[config.mk]
export PLATFORM = sky130hd
export DESIGN_NAME = pipeline_ctrl
export DESIGN_NICKNAME = d
export VERILOG_FILES = /design/src/rtl/pipeline_ctrl.sv
export SDC_FILE = /design/constraint.sdc
export NUM_CORES = 1
export LEC_CHECK = 0
export ABC_AREA = 0
export BUFFER_PORTS_ARGS = -buffer_cell sky130_fd_sc_hd__buf_2
export CORE_AREA = 2 2 80 82
export CTS_CLUSTER_DIAMETER = 60
export CTS_CLUSTER_SIZE = 28
export DETAILED_ROUTE_END_ITERATION = 8
export DIE_AREA = 0 0 82 84
export GPL_TIMING_DRIVEN = 0
export PLACE_DENSITY = 0.55
export REMOVE_ABC_BUFFERS = 1
export SYNTH_ARGS = -nofsm -noshare
export SYNTH_HDL_FRONTEND = slang
export SYNTH_SLANG_ARGS = --single-unit
[constraint.sdc]
create_clock -name CLK -period 2.6 [get_ports CLK]
set_input_delay 0.52 -clock CLK [delete_from_list [all_inputs] [get_ports CLK]]
set_output_delay 0.52 -clock CLK [all_outputs]
set_load 0.02 [all_outputs]
[src/rtl/pipeline_ctrl.sv]
// Hazard and sequencing controller for the 5-stage pipeline: latch write-enables/flushes and PC enable.
// Optional PIPE_PERF_EN adds stall and branch-flush performance counters.
module pipeline_ctrl #(
    parameter int MAX_WAIT = 64,
    parameter int CNT_W    = 32
) (
    input  logic             CLK,
    input  logic             RST,
    input  logic             ihit,
    input  logic             dhit,
    input  logic             exmem_dMemREN,
    input  logic             exmem_dMemWEN,
    input  logic             idex_dMemREN,
    input  logic [4:0]       idex_writeReg,
    input  logic [4:0]       ifid_rs,
    input  logic [4:0]       ifid_rt,
    input  logic             ifid_uses_rt,
    input  logic             branch_taken,
    input  logic             memwb_halt,
    output logic             pc_en,
    output logic             ifid_wen,
    output logic             idex_wen,
    output logic             exmem_wen,
    output logic             memwb_wen,
    output logic             ifid_flush,
    output logic             idex_flush,
    output logic             exmem_flush,
    output logic             halted,
    output logic             mem_timeout,
    output logic [CNT_W-1:0] stall_cycles,
    output logic [CNT_W-1:0] flush_count
);

    localparam int WAIT_W = $clog2(MAX_WAIT + 1);
    localparam logic [WAIT_W-1:0] WAIT_MAX = WAIT_W'(MAX_WAIT);

    typedef enum logic [1:0] {RUN, MEMWAIT, HALT} state_t;

    state_t            state, state_next;
    logic [WAIT_W-1:0] wait_cnt, wait_next;
    logic              timeout_set;
    logic              dreq, freeze, loaduse;

    assign dreq    = exmem_dMemREN | exmem_dMemWEN;
    assign freeze  = dreq & ~dhit;
    assign loaduse = idex_dMemREN && (idex_writeReg != 5'd0) &&
                     ((idex_writeReg == ifid_rs) || (ifid_uses_rt && (idex_writeReg == ifid_rt)));

    // MEMWAIT shares the RUN priority chain: the freeze branch keeps it waiting,
    // and the dhit cycle resolves any held branch or load-use exactly as RUN would.
    always_comb begin
        pc_en       = 1'b1;
        ifid_wen    = 1'b1;
        idex_wen    = 1'b1;
        exmem_wen   = 1'b1;
        memwb_wen   = 1'b1;
        ifid_flush  = 1'b0;
        idex_flush  = 1'b0;
        exmem_flush = 1'b0;
        state_next  = state;
        wait_next   = wait_cnt;
        timeout_set = 1'b0;

        case (state)
            RUN, MEMWAIT: begin
                state_next = RUN;
                wait_next  = '0;
                if (memwb_halt) begin
                    {pc_en, ifid_wen, idex_wen, exmem_wen, memwb_wen} = '0;
                    state_next = HALT;
                end else if (freeze) begin
                    {pc_en, ifid_wen, idex_wen, exmem_wen, memwb_wen} = '0;
                    state_next = MEMWAIT;
                    if (state == RUN)
                        wait_next = WAIT_W'(1);
                    else if (wait_cnt != WAIT_MAX)
                        wait_next = wait_cnt + 1'b1;
                    else
                        wait_next = wait_cnt;
                    timeout_set = (wait_next == WAIT_MAX);
                end else if (branch_taken) begin
                    ifid_flush  = 1'b1;
                    idex_flush  = 1'b1;
                    exmem_flush = 1'b1;
                end else if (loaduse) begin
                    pc_en      = 1'b0;
                    ifid_wen   = 1'b0;
                    idex_flush = 1'b1;
                end else if (!ihit) begin
                    pc_en      = 1'b0;
                    ifid_flush = 1'b1;
                end
            end
            HALT: begin
                {pc_en, ifid_wen, idex_wen, exmem_wen, memwb_wen} = '0;
            end
            default: state_next = RUN;
        endcase

        if (RST) begin
            {pc_en, ifid_wen, idex_wen, exmem_wen, memwb_wen} = '0;
            {ifid_flush, idex_flush, exmem_flush} = '1;
        end
    end

    always_ff @(posedge CLK) begin
        if (RST) begin
            state       <= RUN;
            wait_cnt    <= '0;
            halted      <= 1'b0;
            mem_timeout <= 1'b0;
        end else begin
            state    <= state_next;
            wait_cnt <= wait_next;
            if (state_next == HALT)
                halted <= 1'b1;
            if (timeout_set)
                mem_timeout <= 1'b1;
        end
    end

`ifdef PIPE_PERF_EN
    logic [CNT_W-1:0] stall_q, flush_q;
    logic             branch_fire;

    assign branch_fire = (state != HALT) && !memwb_halt && !freeze && branch_taken;

    // Counters wrap naturally at 2^CNT_W.
    always_ff @(posedge CLK) begin
        if (RST) begin
            stall_q <= '0;
            flush_q <= '0;
        end else begin
            if (!pc_en && (state != HALT))
                stall_q <= stall_q + 1'b1;
            if (branch_fire)
                flush_q <= flush_q + 1'b1;
        end
    end

    assign stall_cycles = stall_q;
    assign flush_count  = flush_q;
`else
    assign stall_cycles = '0;
    assign flush_count  = '0;
`endif

endmodule

==> out/metrics.cfg, run 1 <==
[timing]
skew_ps = 6.02
period_needed_ps = 2390
grt_setup_unrepaired = no
setup-violations-final = 0
fin_hold_ws_ps = 468
fin_crit_sh_pct = 92.0
fin_tns_setup_ps = 0
drv_slew = 0
setup_slack_ps = 208
hold_violations = 0
fmax_mhz = 418

[detailed_routing]
num_vias = 1075
drt_iter0_markers = 34
drc = 0
drt-total-wl_um = 2430
first_pass_iters = 4
wl_per_cell_um = 8.56
via_per_inst = 3.79
antenna_left = 0

[logic_synthesis]
yosysMostFrequentCell = buf_4
syn_avg_cell_area_sq_um = 7.69
synth_seq_cells = 11
synthArstFlopShare_pct = 0
synth_common_cells = buf_4, dfxtp_1, nand2_1, nor2_1
synth_cell_types = 41
ys.warnings.count = 0
synthesis.area_sq_um = 1350
synth_top_cell_by_area = buf_4
synth_top_cells_by_area = buf_4, dfxtp_1, xor2_1, xnor2_1, a21oi_1
ys_seq_area_share_pct = 16.4
syn_inst = 175
synth_top_area_share_pct = 36.8
synth_edf_count = 0
synth_flop_cell = dfxtp_1

[worst_setup_path]
cp.arrival_ps = 1870
start_kind = input port
crit_type = input port to output port
worstReg2RegStart = state[1]
cp-startpoint = idex_writeReg[1]
critical_path_required_ps = 2080
critPathCaptureType = output port
cp_max_fo = 4

[clocking]
clk_pin_slew_worst_paths_ps = 50
h-tree-depth = 1
cts_sinks = 11
numCtsBuffers = 3
hold_buffers = 0
cts_tree = yes
clock_latency_ps = 250
postCtsSetupBuffers = 0
ctsLongestPathBuffers = 2
ctsResizeCount = 0
cts_root_buffer = clkbuf_8

[die]
rows = 29
die_area_sq_um = 6890
initial_core_util_pct = 22.1
fp.dieW_um = 82
io_pins = 99
core-area_sq_um = 6100
die_y_um = 84

[job]
maxCapViolCount = 0

[grt]
grt_pass1_wl_um = 3640
grtUsageTotal_pct = 6.65
grt_overflow = 0
grt_antenna_before_repair = 0
grt_pass1_vias = 839
grt_max_degree = 13

[cells_and_area]
layout.nets = 235
num-fill-cells = 721
diodes = 0
area_delta_synth_final_pct = 2.42
drive_gt1_share_pct = 20.3
fin_area_sq_um = 1380
utilization_pct = 22.6

[placed_design]
placed_area_sq_um = 1330
post-place-ws_ps = 182
place_hpwl_um = 2060
port_buffers = 34
globalplace.congestion = 0.785

[pwr]
leakage_uw = 0.000703
peakVddDrop_v = 0.000100
powerDensity_nw_per_um2 = 388

[min_path]
min_from = halted
worstHoldPathType = flip-flop to flip-flop

[run_status]
outcome = finished, final reports clean

[cell usage in the layout (no fill, tap or decap), types with 3 or more instances in the layout]
cell type and n:
conb_1 64, inv_1 8, xnor2_1 5, nand3_1 4
buf_2 34, clkbuf_8 3, nand2_1 9, dfxtp_1 11
xor2_1 8, a21o_1 3, o41ai_1 3, nor2_1 9
nand2b_1 3, a21oi_1 7, o21ai_0 4
[cell families after synthesis]
| kind of cell | share of synthesized area [%] |
|---|---|
| simple gates | 17.0 |
| other cells | 0.279 |
| buf+inv | 40.5 |
| fa+ha+maj | 1.86 |
| compound gates | 15.5 |
| flops | 16.4 |
| xor+xnor | 8.46 |
[flip-flops by register name (all words and copies together), names as in the netlist]
signal,cells
halted,1
mem_timeout,1
state,2
wait_cnt,7
[worst paths after layout]
check,endpoint,slack [ps],cells after the start
setup / recovery,ifid_flush,210,6
hold / removal,halted,470,2
hold reg to reg,halted,470,2
setup reg to reg,wait_cnt[2],730,4
[through the flow]
| step | instances | total power (uW) |
|---|---|---|
| 5_1_grt | 284 | 562 |
| 2_1_floorplan | 169 | 313 |
| 4_1_cts | 284 | 539 |
| 6_report | 284 | 535 |
| 3_3_place_gp | 280 | 356 |
| 3_5_place_dp | 280 | 358 |
[final cells by class]
class / count / area, sq um / area share [%]
well taps: 77 / 96.3 / 6.99
multi-input cells: 150 / 817 / 59.3
clock buffers: 4 / 45.0 / 3.27
inverters: 8 / 30.0 / 2.18
flip-flops and latches: 11 / 220 / 16.0
repair buffers: 34 / 170 / 12.3
[metal layers]
| layer | vias to the layer above | routed length, um | global-route usage (%) |
|---|---|---|---|
| met5 | - | 0 | 0 |
| met2 | 60 | 1200 | 11.5 |
| met4 | 0 | 31 | 2.58 |
| met1 | 490 | 966 | 7.78 |
| li1 | 522 | - | - |
| met3 | 3 | 233 | 1.52 |
[worst max-delay path, cell delays in order]
cell and delay, ps:
buf_2 120, or4_1 500, o21ai_0 180, a21oi_1 120
o31ai_1 230, buf_2 200
[power breakdown]
group / switching (uW) / internal [uW] / leakage, uW
sequential: 5.90 / 173 / 0.0000894
combinational: 136 / 40.2 / 0.000591
clock: 71.6 / 108 / 0.0000228
total: 213 / 321 / 0.000703
Power figures use the tool's default switching activity.
==> run 2: changes to the inputs <==
--- a/config.mk
+++ b/config.mk
@@ -7,13 +7,13 @@
 export LEC_CHECK = 0
 export ABC_AREA = 0
 export BUFFER_PORTS_ARGS = -buffer_cell sky130_fd_sc_hd__buf_2
-export CORE_AREA = 2 2 80 82
+export CORE_AREA = 2 2 75 48
 export CTS_CLUSTER_DIAMETER = 60
 export CTS_CLUSTER_SIZE = 28
 export DETAILED_ROUTE_END_ITERATION = 8
-export DIE_AREA = 0 0 82 84
+export DIE_AREA = 0 0 77 50
 export GPL_TIMING_DRIVEN = 0
-export PLACE_DENSITY = 0.55
+export PLACE_DENSITY = 0.9
 export REMOVE_ABC_BUFFERS = 1
 export SYNTH_ARGS = -nofsm -noshare
 export SYNTH_HDL_FRONTEND = slang
==> run 2 against run 1 <==
Effect of this change: power fell by 1.0%; sequential cell count is the same; non-clock buffer count unchanged; largest cell class unchanged; maximum frequency up 0.16%; sequential share of layout area rose by 0.48 points.
==> out/metrics.cfg, run 2 (synthesis gave the netlist of run 1 again) <==
[grt]
grt_pass1_vias = 878
grtUsageTotal_pct = 13.3
grt_pass1_wl_um = 4130
grt_overflow = 0
grt_antenna_before_repair = 0
grt_max_degree = 13

[timing]
drv_slew = 0
fmax_mhz = 419
setup-violations-final = 0
grt_setup_unrepaired = no
fin_tns_setup_ps = 0
setup_slack_ps = 212
skew_ps = 1.98
fin_crit_sh_pct = 91.9
period_needed_ps = 2390
hold_violations = 0

[clocking]
clock_latency_ps = 240
cts_sinks = 11
numCtsBuffers = 3
ctsLongestPathBuffers = 2
postCtsSetupBuffers = 0
cts_tree = yes
ctsResizeCount = 0
clk_pin_slew_worst_paths_ps = 50
cts_root_buffer = clkbuf_8
h-tree-depth = 1
hold_buffers = 0

[detailed_routing]
drc = 0
drt_iter0_markers = 129
wl_per_cell_um = 10.7
first_pass_iters = 4
antenna_left = 0
num_vias = 1081
via_per_inst = 4.29
drt-total-wl_um = 2700

[worst_setup_path]
regToRegSetupSlack_ps = 750
cp.arrival_ps = 1870
crit_top_cell = buf_2
cpLargestDelayFamily = compound AO/OA/AOI/OAI gates
worstRegToRegCells = 4
path_buf_inv = 2
cp_max_fo = 4
start_kind = input port
max_stage_delay_ps = 320
critPathSlowestCell = a21oi_1
r2r_end = wait_cnt[2]
worstReg2RegStart = state[1]
crit_type = input port to output port
critPathCaptureType = output port
cp_cell_sequence = buf_2 > xor2_1 > nor4_1 > nand3_1 > a21oi_1 > a21o_1 > buf_2
critical_path_required_ps = 2080

[min_path]
worstHoldEndpoint = halted
min_from = halted
hold_path_depth = 2
worstHoldPathType = flip-flop to flip-flop

[cells_and_area]
num-fill-cells = 325
diodes = 0
layout.nets = 235
largest_reg_flops = 7
final_cell_mix = conb_1, buf_2, dfxtp_1
reg_top3 = wait_cnt (7), state (2)
drive_gt1_share_pct = 20.3
final_common_cell = conb_1
area_delta_synth_final_pct = -0.558
top_register = wait_cnt

[job]
maxCapViolCount = 0

[placed_design]
port_buffers = 34
place_hpwl_um = 2230
globalplace.congestion = 0.895
post-place-ws_ps = 254

[pwr]
peakVddDrop_v = 0.000152
leakage_uw = 0.000703
powerDensity_nw_per_um2 = 395

[die]
die_area_sq_um = 3850
die_y_um = 50
fp.dieW_um = 77
rows = 16
core-area_sq_um = 3160
io_pins = 99
initial_core_util_pct = 42.6

[run_status]
outcome = finished, final reports clean

## run 2: layer usage
layer	global-route usage [%]	part of all wire, %	vias to the layer above
met5	0	0	-
li1	-	-	524
met2	20.8	48	53
met3	2.93	7.4	7
met1	18.2	43	497
met4	4.17	1.4	0
## run 2: final cells by class
type / instances / area [sq um] / area share [%]
multi-input combinational: 150 / 817 / 61.0
sequential: 11 / 220 / 16.4
tap: 45 / 56.3 / 4.21
timing repair buffer: 34 / 170 / 12.7
clock buffer: 4 / 45.0 / 3.36
inverter: 8 / 30.0 / 2.24
## run 2: power breakdown
part	switching (uW)	internal (uW)
Clock	63.6	108
Sequential	6.08	173
Combinational	139	40.2
Total	208	321
## run 2: how the worst max path moves through the flow
stage / start / end / slack, ps / cells after the start
floorplan: exmem_dMemWEN / pc_en / 210 / 6
finish: idex_writeReg[3] / idex_flush / 210 / 7
global placement: idex_writeReg[3] / idex_flush / 280 / 7
CTS: idex_writeReg[3] / idex_flush / 250 / 7
detailed placement: idex_writeReg[3] / idex_flush / 250 / 7
global route: idex_writeReg[3] / idex_flush / 80 / 7
## run 2: worst register-to-register path, cell delays in order (launching register included)
cell and delay (ps):
dfxtp_1 400, or4_1 690, or3_4 420, nor3b_2 180
a21o_1 90
## run 2: stage by stage
stage	power, uW	std cells	hold WS, ps	utilization, %	instance area, sq um
final	529	252	468	42.3	1340
after detailed placement	357	248	465	40.9	1290
after CTS	530	252	472	42.3	1340
after global placement	354	248	459	40.9	1290
after floorplan	313	169	476	-	1070
after global routing	552	252	498	42.3	1340
